<file path="src/rtl/nn_vga_dot_ctrl_pkg.sv">
// nn_vga_pkg: VGA 640x480@60 timing constants, colour levels and dot span helper
package nn_vga_pkg;
  localparam int CLK_DIV  = 2;
  localparam int H_ACTIVE = 640;
  localparam int H_FP     = 16;
  localparam int H_SYNC   = 96;
  localparam int H_BP     = 48;
  localparam int V_ACTIVE = 480;
  localparam int V_FP     = 10;
  localparam int V_SYNC   = 2;
  localparam int V_BP     = 33;
  localparam int DOT_SIZE = 8;
  localparam int H_TOTAL  = H_ACTIVE + H_FP + H_SYNC + H_BP;
  localparam int V_TOTAL  = V_ACTIVE + V_FP + V_SYNC + V_BP;
  localparam logic [3:0] COLOUR_ON = 4'hF;
  localparam logic [3:0] GRID_LVL  = 4'h4;
  function automatic logic in_span(input logic [10:0] p, input logic [31:0] start, input int lim, input int size);
    return start < 32'(lim) && p >= start[10:0] && {1'b0, p} < {1'b0, start[10:0]} + 12'(size);
  endfunction
endpackage

</file>
<file path="src/rtl/nn_vga_dot_ctrl_if.sv">
// nn_vga_dot_ctrl_if: SoC VGA coordinate registers; master = SoC, slave = dot controller
interface nn_vga_dot_ctrl_if;
  logic [31:0] x_r;
  logic [31:0] y_r;
  logic [31:0] x_g;
  logic [31:0] y_g;
  modport master(output x_r, y_r, x_g, y_g);
  modport slave(input x_r, y_r, x_g, y_g);
endinterface

</file>
<file path="src/rtl/nn_vga_dot_ctrl_timing.sv">
// nn_vga_timing: pixel divider, h/v counters, sync levels, active flag and frame-end strobe (CLK, RST_N sync active-low; outputs pe, h, v, hs, vs, active, frame_end)
module nn_vga_timing import nn_vga_pkg::*; #(
  parameter int P_CLK_DIV  = CLK_DIV,
  parameter int P_H_ACTIVE = H_ACTIVE,
  parameter int P_H_FP     = H_FP,
  parameter int P_H_SYNC   = H_SYNC,
  parameter int P_H_BP     = H_BP,
  parameter int P_V_ACTIVE = V_ACTIVE,
  parameter int P_V_FP     = V_FP,
  parameter int P_V_SYNC   = V_SYNC,
  parameter int P_V_BP     = V_BP
) (
  input  logic        CLK,
  input  logic        RST_N,
  output logic        pe,
  output logic [10:0] h,
  output logic [10:0] v,
  output logic        hs,
  output logic        vs,
  output logic        active,
  output logic        frame_end
);
  localparam logic [7:0]  DIV_END = 8'(P_CLK_DIV - 1);
  localparam logic [10:0] HA  = 11'(P_H_ACTIVE);
  localparam logic [10:0] HS0 = 11'(P_H_ACTIVE + P_H_FP);
  localparam logic [10:0] HS1 = 11'(P_H_ACTIVE + P_H_FP + P_H_SYNC);
  localparam logic [10:0] HT1 = 11'(P_H_ACTIVE + P_H_FP + P_H_SYNC + P_H_BP - 1);
  localparam logic [10:0] VA  = 11'(P_V_ACTIVE);
  localparam logic [10:0] VS0 = 11'(P_V_ACTIVE + P_V_FP);
  localparam logic [10:0] VS1 = 11'(P_V_ACTIVE + P_V_FP + P_V_SYNC);
  localparam logic [10:0] VT1 = 11'(P_V_ACTIVE + P_V_FP + P_V_SYNC + P_V_BP - 1);
  logic [7:0] div;
  logic h_end;
  assign pe        = div == DIV_END;
  assign h_end     = h == HT1;
  assign hs        = !(h >= HS0 && h < HS1);
  assign vs        = !(v >= VS0 && v < VS1);
  assign active    = h < HA && v < VA;
  assign frame_end = pe && h_end && v == VA - 11'd1;
  always_ff @(posedge CLK) begin
    if (!RST_N) begin
      div <= '0;
      h   <= '0;
      v   <= '0;
    end else begin
      div <= pe ? '0 : div + 8'd1;
      if (pe) h <= h_end ? '0 : h + 11'd1;
      if (pe && h_end) v <= v == VT1 ? '0 : v + 11'd1;
    end
  end
endmodule

</file>
<file path="src/rtl/nn_vga_dot_ctrl.sv">
// nn_vga_dot_ctrl: VGA timing plus red/green dots from per-frame shadowed SoC coordinates (CLK, RST_N sync active-low, bus slave coords in; VGA_HS/VS/R/G/B, FRAME_TICK out; NN_VGA_GRID_EN adds a dim blue 64-px grid)
module nn_vga_dot_ctrl import nn_vga_pkg::*; #(
  parameter int P_CLK_DIV  = CLK_DIV,
  parameter int P_H_ACTIVE = H_ACTIVE,
  parameter int P_H_FP     = H_FP,
  parameter int P_H_SYNC   = H_SYNC,
  parameter int P_H_BP     = H_BP,
  parameter int P_V_ACTIVE = V_ACTIVE,
  parameter int P_V_FP     = V_FP,
  parameter int P_V_SYNC   = V_SYNC,
  parameter int P_V_BP     = V_BP,
  parameter int P_DOT_SIZE = DOT_SIZE
) (
  input  logic              CLK,
  input  logic              RST_N,
  nn_vga_dot_ctrl_if.slave  bus,
  output logic              VGA_HS,
  output logic              VGA_VS,
  output logic [3:0]        VGA_R,
  output logic [3:0]        VGA_G,
  output logic [3:0]        VGA_B,
  output logic              FRAME_TICK
);
  logic pe, hs, vs, active, frame_end, hit_r, hit_g;
  logic [10:0] h, v;
  logic [31:0] x_r, y_r, x_g, y_g;
  nn_vga_timing #(
    .P_CLK_DIV(P_CLK_DIV), .P_H_ACTIVE(P_H_ACTIVE), .P_H_FP(P_H_FP), .P_H_SYNC(P_H_SYNC), .P_H_BP(P_H_BP),
    .P_V_ACTIVE(P_V_ACTIVE), .P_V_FP(P_V_FP), .P_V_SYNC(P_V_SYNC), .P_V_BP(P_V_BP)
  ) u_timing (
    .CLK(CLK), .RST_N(RST_N), .pe(pe), .h(h), .v(v), .hs(hs), .vs(vs), .active(active), .frame_end(frame_end)
  );
  // in_span also hides dots whose shadow coordinate lies past the visible area
  assign hit_r = active && in_span(h, x_r, P_H_ACTIVE, P_DOT_SIZE) && in_span(v, y_r, P_V_ACTIVE, P_DOT_SIZE);
  assign hit_g = active && in_span(h, x_g, P_H_ACTIVE, P_DOT_SIZE) && in_span(v, y_g, P_V_ACTIVE, P_DOT_SIZE);
  // shadows load on the last pixel of the last active line, so the whole next frame sees one coherent set
  always_ff @(posedge CLK) begin
    if (!RST_N) begin
      x_r <= '0;
      y_r <= '0;
      x_g <= '0;
      y_g <= '0;
    end else if (frame_end) begin
      x_r <= bus.x_r;
      y_r <= bus.y_r;
      x_g <= bus.x_g;
      y_g <= bus.y_g;
    end
  end
  always_ff @(posedge CLK) begin
    if (!RST_N) begin
      VGA_HS     <= 1'b1;
      VGA_VS     <= 1'b1;
      VGA_R      <= '0;
      VGA_G      <= '0;
      FRAME_TICK <= 1'b0;
    end else begin
      FRAME_TICK <= frame_end;
      if (pe) begin
        VGA_HS <= hs;
        VGA_VS <= vs;
        VGA_R  <= hit_r ? COLOUR_ON : '0;
        VGA_G  <= hit_g ? COLOUR_ON : '0;
      end
    end
  end
`ifdef NN_VGA_GRID_EN
  always_ff @(posedge CLK) begin
    if (!RST_N) VGA_B <= '0;
    else if (pe) VGA_B <= active && !hit_r && !hit_g && (h[5:0] == 6'd0 || v[5:0] == 6'd0) ? GRID_LVL : '0;
  end
`else
  assign VGA_B = '0;
`endif
endmodule
</file>
<file path="src/flat_wrapper.sv">
// flat-port wrapper written by rule: the top's interface ports become plain ports
module nn_vga_dot_ctrl_flat import nn_vga_pkg::*;
#(
  parameter int P_CLK_DIV  = CLK_DIV,
  parameter int P_H_ACTIVE = H_ACTIVE,
  parameter int P_H_FP     = H_FP,
  parameter int P_H_SYNC   = H_SYNC,
  parameter int P_H_BP     = H_BP,
  parameter int P_V_ACTIVE = V_ACTIVE,
  parameter int P_V_FP     = V_FP,
  parameter int P_V_SYNC   = V_SYNC,
  parameter int P_V_BP     = V_BP,
  parameter int P_DOT_SIZE = DOT_SIZE
)
  (CLK, RST_N, VGA_HS, VGA_VS, VGA_R, VGA_G, VGA_B, FRAME_TICK, bus_x_r, bus_y_r, bus_x_g, bus_y_g);
  nn_vga_dot_ctrl_if bus_i ();
  input  logic CLK;
  input  logic RST_N;
  output logic VGA_HS;
  output logic VGA_VS;
  output logic [3:0] VGA_R;
  output logic [3:0] VGA_G;
  output logic [3:0] VGA_B;
  output logic FRAME_TICK;
  input wire logic [$bits(bus_i.x_r)-1:0] bus_x_r;
  input wire logic [$bits(bus_i.y_r)-1:0] bus_y_r;
  input wire logic [$bits(bus_i.x_g)-1:0] bus_x_g;
  input wire logic [$bits(bus_i.y_g)-1:0] bus_y_g;
  assign bus_i.x_r = bus_x_r;
  assign bus_i.y_r = bus_y_r;
  assign bus_i.x_g = bus_x_g;
  assign bus_i.y_g = bus_y_g;
  nn_vga_dot_ctrl #(.P_CLK_DIV(P_CLK_DIV), .P_H_ACTIVE(P_H_ACTIVE), .P_H_FP(P_H_FP), .P_H_SYNC(P_H_SYNC), .P_H_BP(P_H_BP), .P_V_ACTIVE(P_V_ACTIVE), .P_V_FP(P_V_FP), .P_V_SYNC(P_V_SYNC), .P_V_BP(P_V_BP), .P_DOT_SIZE(P_DOT_SIZE)) u_core (.CLK(CLK), .RST_N(RST_N), .bus(bus_i), .VGA_HS(VGA_HS), .VGA_VS(VGA_VS), .VGA_R(VGA_R), .VGA_G(VGA_G), .VGA_B(VGA_B), .FRAME_TICK(FRAME_TICK));
endmodule
</file>
<file path="config.mk">
export PLATFORM = sky130hd
export DESIGN_NAME = nn_vga_dot_ctrl_flat
export DESIGN_NICKNAME = d
export VERILOG_FILES = /design/src/rtl/nn_vga_dot_ctrl_pkg.sv /design/src/rtl/nn_vga_dot_ctrl_if.sv /design/src/rtl/nn_vga_dot_ctrl_timing.sv /design/src/rtl/nn_vga_dot_ctrl.sv /design/src/flat_wrapper.sv
export SDC_FILE = /design/constraint.sdc
export NUM_CORES = 1
export LEC_CHECK = 0
export ABC_AREA = 1
export CAP_MARGIN = 10
export CORE_ASPECT_RATIO = 0.8
export CORE_UTILIZATION = 50
export CTS_BUF_LIST = sky130_fd_sc_hd__clkbuf_2 sky130_fd_sc_hd__clkbuf_4 sky130_fd_sc_hd__clkbuf_8
export DETAILED_ROUTE_END_ITERATION = 7
export GPL_ROUTABILITY_DRIVEN = 0
export PLACE_DENSITY = 0.75
export SKIP_CTS_REPAIR_TIMING = 1
export SYNTH_ARGS = -nofsm -noshare
export SYNTH_HDL_FRONTEND = slang
export SYNTH_HIERARCHICAL = 1
export SYNTH_SLANG_ARGS = --single-unit
</file>
<file path="constraint.sdc">
create_clock -name CLK -period 3.75 [get_ports CLK]
set_input_delay 0.5625 -clock CLK [delete_from_list [all_inputs] [get_ports CLK]]
set_output_delay 0.5625 -clock CLK [all_outputs]
set_load 0.01 [all_outputs]
</file>
---- Word-level counts from Yosys, hierarchy flattened ----
Cells that the tools add are included.
operators by class
  muxes and demuxes ....................... 4
  reduce and logical (&&, ||, !) cells .... 20
  bitwise gates (word level) .............. 1
  eq/ne operators ......................... 4
  order comparisons ....................... 18
  $add $sub $neg .......................... 7
operator list
  operator                                                                               count
  32-bit by 10-bit < comparator with 1-bit output, second input constant                 2
  32-bit by 9-bit < comparator with 1-bit output, second input constant                  2
  11-bit by 4-bit adder with 12-bit output, second input constant                        4
  11-bit by 12-bit < comparator with 1-bit output                                        4
  11-bit greater-or-equal comparator                                                     4
  11-bit by 1-bit adder with 11-bit output, second input constant                        2
  11-bit by 10-bit equality test with 1-bit output, second input constant                2
  11-bit by 10-bit < comparator with 1-bit output, second input constant                 2
  11-bit by 9-bit < comparator with 1-bit output, second input constant                  2
  11-bit two-way mux                                                                     2
  1-bit logical AND                                                                      17
  11-bit by 9-bit equality test with 1-bit output, second input constant                 1
  11-bit by 10-bit greater-or-equal comparator with 1-bit output, second input constant  1
  11-bit by 9-bit greater-or-equal comparator with 1-bit output, second input constant   1
  8-bit by 1-bit adder with 8-bit output, second input constant                          1
  8-bit by 1-bit equality test with 1-bit output, second input constant                  1
  4-bit two-way mux                                                                      2
  1-bit zero test                                                                        2
  2-bit OR reduction                                                                     1
  1-bit inverter                                                                         1
storage, ports and cells
  input port bits ......................... 130
  flip-flop bits (word level) ............. 169

---- Depth between registers and ports, before layout ----
Gate-level depths: netlist (run 1).
  word-level depth ........................ 6
  gate-level depth with buffers ........... 14
  mapped depth without buffers ............ 14

---- Hierarchy ----
The synthesis (run 1) kept the hierarchy.
by module, submodules not included
  module           seq. area each (sq um)  instances  cells each  area an instance (sq um)
  nn_vga_dot_ctrl  2662.6                  1          1032        7318.3
  nn_vga_timing    600.6                   1          319         2060.7

---- Worst setup path before layout (run 1) ----
OpenSTA, ideal clock, no wires.
  path kind ............................... register to register
  start ................................... register u_core.u_timing.v[1]
  end ..................................... register u_core.x_g[19]
  stages on the path, launching flop included .. 12
  arrival time ............................ 1.889 ns
  path buffers ............................ 3
  slack ................................... 1.745 ns
  required time ........................... 3.634 ns
  cells stage by stage .................... dfxtp_1 ha_1 nand2_1 nor2_4 nand3_1 nor2_1 buf_2 inv_2 buf_2 buf_2 nor2_1 nor2_1
on the way
  cells in the longest elaborated chain, start to end .. 2
ends and longest elaborated chain
  element                                          RTL line                      RTL
  from (decl)                                      nn_vga_dot_ctrl_timing.sv:17  output logic [10:0] v,
  from (signal assigned)                           nn_vga_dot_ctrl_timing.sv:48  if (pe && h_end) v <= v == VT1 ? '0 : v + 11'd1;
  11-bit by 9-bit equality test with 1-bit output  nn_vga_dot_ctrl_timing.sv:39  assign frame_end = pe && h_end && v == VA - 11'd1;
  1-bit logical AND                                nn_vga_dot_ctrl_timing.sv:39
  via u_core.frame_end                             nn_vga_dot_ctrl.sv:24         logic pe, hs, vs, active, frame_end, hit_r, hit_g;
  to (signal assigned)                             nn_vga_dot_ctrl.sv:46         x_g <= bus.x_g;
  to (decl)                                        nn_vga_dot_ctrl.sv:26         logic [31:0] x_r, y_r, x_g, y_g;
The timed path passes the listed nets, and every way through them passes these cells.
A chain may end at the register's enable or synchronous reset.

---- Worst setup path after layout (run 1) ----
  start ................................... register u_core.u_timing.v[1]
  end ..................................... register u_core.x_r[30]
on the way
  cells in the longest elaborated chain, start to end .. 2
ends and longest elaborated chain
  element                                          RTL line                      RTL
  11-bit by 9-bit equality test with 1-bit output  nn_vga_dot_ctrl_timing.sv:39
  1-bit logical AND                                nn_vga_dot_ctrl_timing.sv:39
  via u_core.frame_end                             nn_vga_dot_ctrl.sv:24
  to (signal assigned)                             nn_vga_dot_ctrl.sv:44         x_r <= bus.x_r;
  to (decl)                                        nn_vga_dot_ctrl.sv:26
The timed path passes the listed nets, and every way through them passes these cells.

==> results_dict.tcl, run 1 <==
set metrics [dict create \
    reg2reg_to "u_core/x_r[30]$_SDFFE_PN0P_" \
    yosysTopAreaCellShare 0.348 \
    fin_cells 1728 \
    async_flop_share 0 \
    dr_total_vias 8763 \
    ys_warn_count 6 \
    cp_common_cell "nor2_4" \
    setup_tns_ns 0 \
    synth_cells 1351 \
    ys.flop_type "dfxtp_1" \
    synth_area_per_cell_um2 6.94 \
    crit_fanout 85 \
    worst-slew-pin-transition_ns 0.713 \
    rrSetupSlack_ns 1.30 \
    grt_pass1_vias 8117 \
    coreArea_um2 18300 \
    hp-class "input port to register" \
    critPathKind "register to register" \
    io_buffers 140 \
    antenna_found_initial 0 \
    h-tree-depth 4 \
    arrival_ns 2.86 \
    synth-edff-count 0 \
    min_period_over_period 0.654 \
    root_buffer "clkbuf_8" \
    hold_depth 2 \
    path_cells "ha_1, nand2_1, nor2_4, nand3_1, nor2_4, buf_4, o21ai_0, nor2_1" \
    p_leak_uw 0.00522 \
    hp-start "RST_N" \
    ys_ff_latch 163 \
    crit_required_ns 4.16 \
    diodes 0 \
    cts_inserted_buffers 17 \
    clk_latency_ns 0.48 \
    clock_sinks 163 \
    r2r_start "u_core/u_timing/v[1]$_SDFFE_PN0P_" \
    synth_cell_types 38 \
    drcViolationCount 0 \
    p_total_uw 3430 \
    min_to "u_core/VGA_VS$_SDFFE_PN1P_" \
    layout-drive-gt1-share 0.0488 \
    cpMaxStageDelayCell "buf_4" \
    synth_area_leaders "dfxtp_1 35%, nor2_1 12%, ha_1 12%" \
    postRouteAntennaNets 0 \
    status "finished clean" \
    dp_hpwl_um 17300 \
    syn-cell-area_um2 9380 \
    grt_overflow 0 \
    synth_top_area_cell "dfxtp_1" \
    seq_area_frac_synth 0.348 \
    routed_wirelength_um 23500 \
    routed_via_density 5.07 \
    report.final.slew_viol_count 0 \
    critPathLaunchType "register" \
    fmax_mhz 408 \
    fin_worst_skew_ns 0.0160 \
    hold_viol_final 0 \
    clkTransAtPathRegs_ns 0.10 \
    final_cell_mix "307 x nor2_1, 214 x nand2_1, 163 x dfxtp_1" \
    drv_cap 0 \
    worstRegToRegCells 8 \
    final_nets 1679 \
    setup_violations 0 \
    max_stage_delay_ns 0.58 \
    worstSetupEndpointType "register" \
    relSlewSlack 0.525 \
    ir_drop_v 0.000269 \
    grt_max_degree 111 \
    io_pins 145 \
    drt_iter0_markers 617 \
    fp-row-count 44 \
    area_growth_pct 20.6 \
    die_w_um 155 \
    placedCellCount 1696 \
    cts_tree "yes" \
    p_per_area_nw_per_um2 303 \
    wl_per_cell_um 13.6 \
    max-clock-path-buffers 2 \
    track_usage 0.251 \
    start_util 0.513 \
    hold_ws_ns 0.451 \
    grt_pass1_wl_um 38900 \
    rsz0062_at_grt "no" \
    dr.pass1.iters 5 \
    die_y_um 125 \
    final_common_cell "nor2_1" \
    design.die.area_um2 19300 \
    timing.final.crit_period_ns 2.45 \
]
logic make-up (layout without fill, tap and decap cells):
logic type	after synthesis	count (layout)	share of synthesized area
adder cells (fa/ha/maj)	87	87	0.116
AND/OR/NAND/NOR	647	647	0.296
XOR/XNOR	28	28	0.0261
flip-flops	163	163	0.348
buffers and inverters	185	306	0.0818
AO/OA/AOI/OAI	240	240	0.132
other	1	4	0.000400
cells in the mapped netlist, types with 5 or more instances:
cell	number
buf_4	11
nand2_2	5
xor2_1	24
o21a_1	5
inv_1	124
nand3_1	53
clkbuf_1	29
ha_1	87
buf_2	13
nand4_1	17
nor2_1	308
dfxtp_1	163
o21ai_0	137
nor2_4	8
nor3_1	17
a21oi_1	90
nand2_1	214
final cells by class:
class | count | area [um^2]
Multi-Input combinational cell | 1006 | 5370
Fill cell | 1704 | 6970
Sequential cell | 163 | 3260
Timing Repair Buffer | 145 | 1460
Clock inverter | 15 | 180
Clock buffer | 17 | 234
Inverter | 129 | 487
Tap cell | 253 | 317
power by group:
part	internal, uW	total (uW)	switching, uW
Sequential	1740	1760	17.3
Combinational	190	329	140
Clock	569	1340	773
Total	2500	3430	930
worst max-delay path by stage:
| stage | startpoint | to | depth (start not counted) |
|---|---|---|---|
| floorplan | u_core/u_timing/v[1]$_SDFFE_PN0P_ | u_core/x_g[19]$_SDFFE_PN0P_ | 11 |
| global placement | u_core/u_timing/v[1]$_SDFFE_PN0P_ | u_core/y_r[23]$_SDFFE_PN0P_ | 8 |
| detailed placement | u_core/u_timing/v[1]$_SDFFE_PN0P_ | u_core/x_r[30]$_SDFFE_PN0P_ | 8 |
| CTS | u_core/u_timing/v[1]$_SDFFE_PN0P_ | u_core/x_r[25]$_SDFFE_PN0P_ | 8 |
| global route | u_core/u_timing/v[1]$_SDFFE_PN0P_ | u_core/x_g[22]$_SDFFE_PN0P_ | 8 |
| finish | u_core/u_timing/v[1]$_SDFFE_PN0P_ | u_core/x_r[30]$_SDFFE_PN0P_ | 8 |
critical path, delay by kind of cell, from the launching register on:
family | cells | cell delay [ns]
adder cells (fa/ha/maj) | 1 | 0.27
AND/OR/NAND/NOR | 5 | 0.77
AO/OA/AOI/OAI | 1 | 0.22
buffers and inverters | 1 | 0.58
flip-flops | 1 | 0.52
state kept, by name, indices dropped and copies added, names as in the netlist:
register / flops
u_core/y_g: 32
u_core/u_timing/h: 11
u_core/VGA_HS: 1
u_core/VGA_VS: 1
u_core/FRAME_TICK: 1
u_core/VGA_R: 1
u_core/y_r: 32
u_core/u_timing/div: 8
u_core/u_timing/v: 11
u_core/VGA_G: 1
u_core/x_r: 32
u_core/x_g: 32
per-stage QoR:
stage                util  setup WS [ns]  instance area [um^2]
floorplan               -           1.74                  9390
global placement    0.596           1.44                 10900
detailed placement  0.596           1.34                 10900
CTS                 0.619           1.32                 11300
global route        0.619           1.06                 11300
finish              0.619           1.30                 11300
per-layer routing:
layer / wire length, um / global-route usage / vias to the layer above
li1: - / - / 4576
met1: 11600 / 0.344 / 3924
met2: 10300 / 0.398 / 230
met3: 1130 / 0.0480 / 33
met4: 463 / 0.0745 / 0
met5: 0 / 0 / -
Power figures use the tool's default switching activity.
==> run 2, diff against run 1 <==
==> constraint.sdc (replaced) <==
create_clock -name CLK -period 2.3 [get_ports CLK]
set_input_delay 0.345 -clock CLK [delete_from_list [all_inputs] [get_ports CLK]]
set_output_delay 0.345 -clock CLK [all_outputs]
set_load 0.01 [all_outputs]
==> run 2 against run 1 <==
  * Non-clock buffer count up 32
  * Clock-buffer cell count unchanged
  * Clock skew down 0.0033 ns
  * Global-route usage up 0.54 points
  * Via count up 0.60%
  * Sequential cell count unchanged
  * Final cell count up 1.9%
  * Die area unchanged
  * Register-to-register slack worse by 1.1 ns
  * Largest cell class unchanged
==> results_dict.tcl, run 2 (synthesized netlist as in run 1, its figures left out) <==
set metrics [dict create \
    p_per_area_nw_per_um2 472 \
    postRouteAntennaNets 0 \
    nFillCells 1681 \
    min_period_over_period 0.930 \
    report.final.slew_viol_count 0 \
    setup_tns_ns 0 \
    routed_wirelength_um 24200 \
    cts_tree "yes" \
    io_buffers 140 \
    fmax_mhz 468 \
    routed_via_density 5.01 \
    cts_inserted_buffers 17 \
    drcViolationCount 0 \
    grt_max_degree 122 \
    crit_required_ns 2.70 \
    drt_iter0_markers 638 \
    hp-class "input port to register" \
    hold_ws_ns 0.241 \
    setup_violations 0 \
    diodes 0 \
    dr.pass1.iters 6 \
    wl_per_cell_um 13.7 \
    layout-drive-gt1-share 0.0737 \
    crit_fanout 3 \
    rsz0062_at_grt "no" \
    clkTransAtPathRegs_ns 0.10 \
    h-tree-depth 4 \
    fin_worst_skew_ns 0.0127 \
    timing.final.crit_period_ns 2.14 \
    p_total_uw 5460 \
    max-clock-path-buffers 2 \
    clock_sinks 163 \
    fp-row-count 44 \
    dr_total_vias 8816 \
    hold_viol_final 0 \
    die_y_um 125 \
    clk_latency_ns 0.48 \
    ir_drop_v 0.000272 \
    io_pins 145 \
    setup_slack_ns 0.162 \
    critPathLaunchType "register" \
    area_growth_pct 23.5 \
    final_cell_mix "305 x nor2_1, 214 x nand2_1, 162 x dfxtp_1" \
    status "finished clean" \
    pre_cts_ws_ns 0.0918 \
    final_nets 1711 \
    grt_pass1_wl_um 39300 \
    start_util 0.513 \
    arrival_ns 2.54 \
    grt_pass1_vias 8082 \
    design.die.area_um2 19300 \
    die_w_um 155 \
    coreArea_um2 18300 \
    critPathKind "register to register" \
    worstSetupEndpointType "register" \
    drv_cap 0 \
    p_leak_uw 0.00540 \
    antenna_found_initial 0 \
    final_common_cell "nor2_1" \
    track_usage 0.257 \
    grt_overflow 0 \
    root_buffer "clkbuf_8" \
    dp_hpwl_um 18100 \
]
run 2: changes by cell type in the layout (fill, tap and decap cells not counted), sizes merged:
cell	delta
clkinv	-1
clkinvlp	+3
inv	-1
bufinv	-1
buf	+32
run 2: final timing paths:
path	start	endpoint	slack [ns]	cells past startpoint
worst max register to register	u_core/u_timing/v[10]$_SDFFE_PN0P_	u_core/VGA_G[2]$_SDFFE_PN0P_	0.16	12
worst min-delay path	RST_N	u_core/x_r[0]$_SDFFE_PN0P_	0.24	3
worst min register to register	u_core/y_g[20]$_SDFFE_PN0P_	u_core/y_g[20]$_SDFFE_PN0P_	0.46	2
worst max-delay path	u_core/u_timing/v[10]$_SDFFE_PN0P_	u_core/VGA_G[2]$_SDFFE_PN0P_	0.16	12
run 2: area by class of cell:
| cell class | count | area, um^2 | share of cell area |
|---|---|---|---|
| Inverter | 129 | 487 | 0.0420 |
| Sequential cell | 163 | 3260 | 0.282 |
| Clock inverter | 15 | 141 | 0.0122 |
| Multi-Input combinational cell | 1006 | 5400 | 0.466 |
| Tap cell | 253 | 317 | 0.0273 |
| Timing Repair Buffer | 177 | 1740 | 0.150 |
| Clock buffer | 17 | 234 | 0.0202 |
run 2: per-stage QoR:
step / instances / area (um^2) / utilization
2_1_floorplan: 1354 / 9390 / -
6_report: 1760 / 11600 / 0.634
3_5_place_dp: 1728 / 11200 / 0.611
4_1_cts: 1760 / 11500 / 0.632
3_3_place_gp: 1728 / 11200 / 0.611
5_1_grt: 1760 / 11600 / 0.634
run 2: power by group:
group,leakage (uW),switching [uW],internal (uW)
clock network,0.000184,1230,796
logic,0.00390,247,332
registers,0.00131,19.3,2840
total,0.00540,1500,3970
run 2: worst max-delay path, cell delays in order, from the launching register on:
cell      delay [ns]
dfxtp_1         0.32
inv_1           0.10
nand2_1         0.13
o21bai_1        0.17
nor4_1          0.32
inv_1           0.16
nor3_1          0.21
nand3_1         0.10
nor2_1          0.16
nand4_1         0.10
nor2_1          0.09
nand3_1         0.07
a21oi_1         0.12
run 2: layer usage:
metal  vias to the layer above  GRT usage  wire length (um)
li1                       4648          -                 -
met2                       218      0.401             10700
met4                         0     0.0646               252
met3                        18     0.0498              1320
met5                         -          0                 0
met1                      3932      0.360             11900
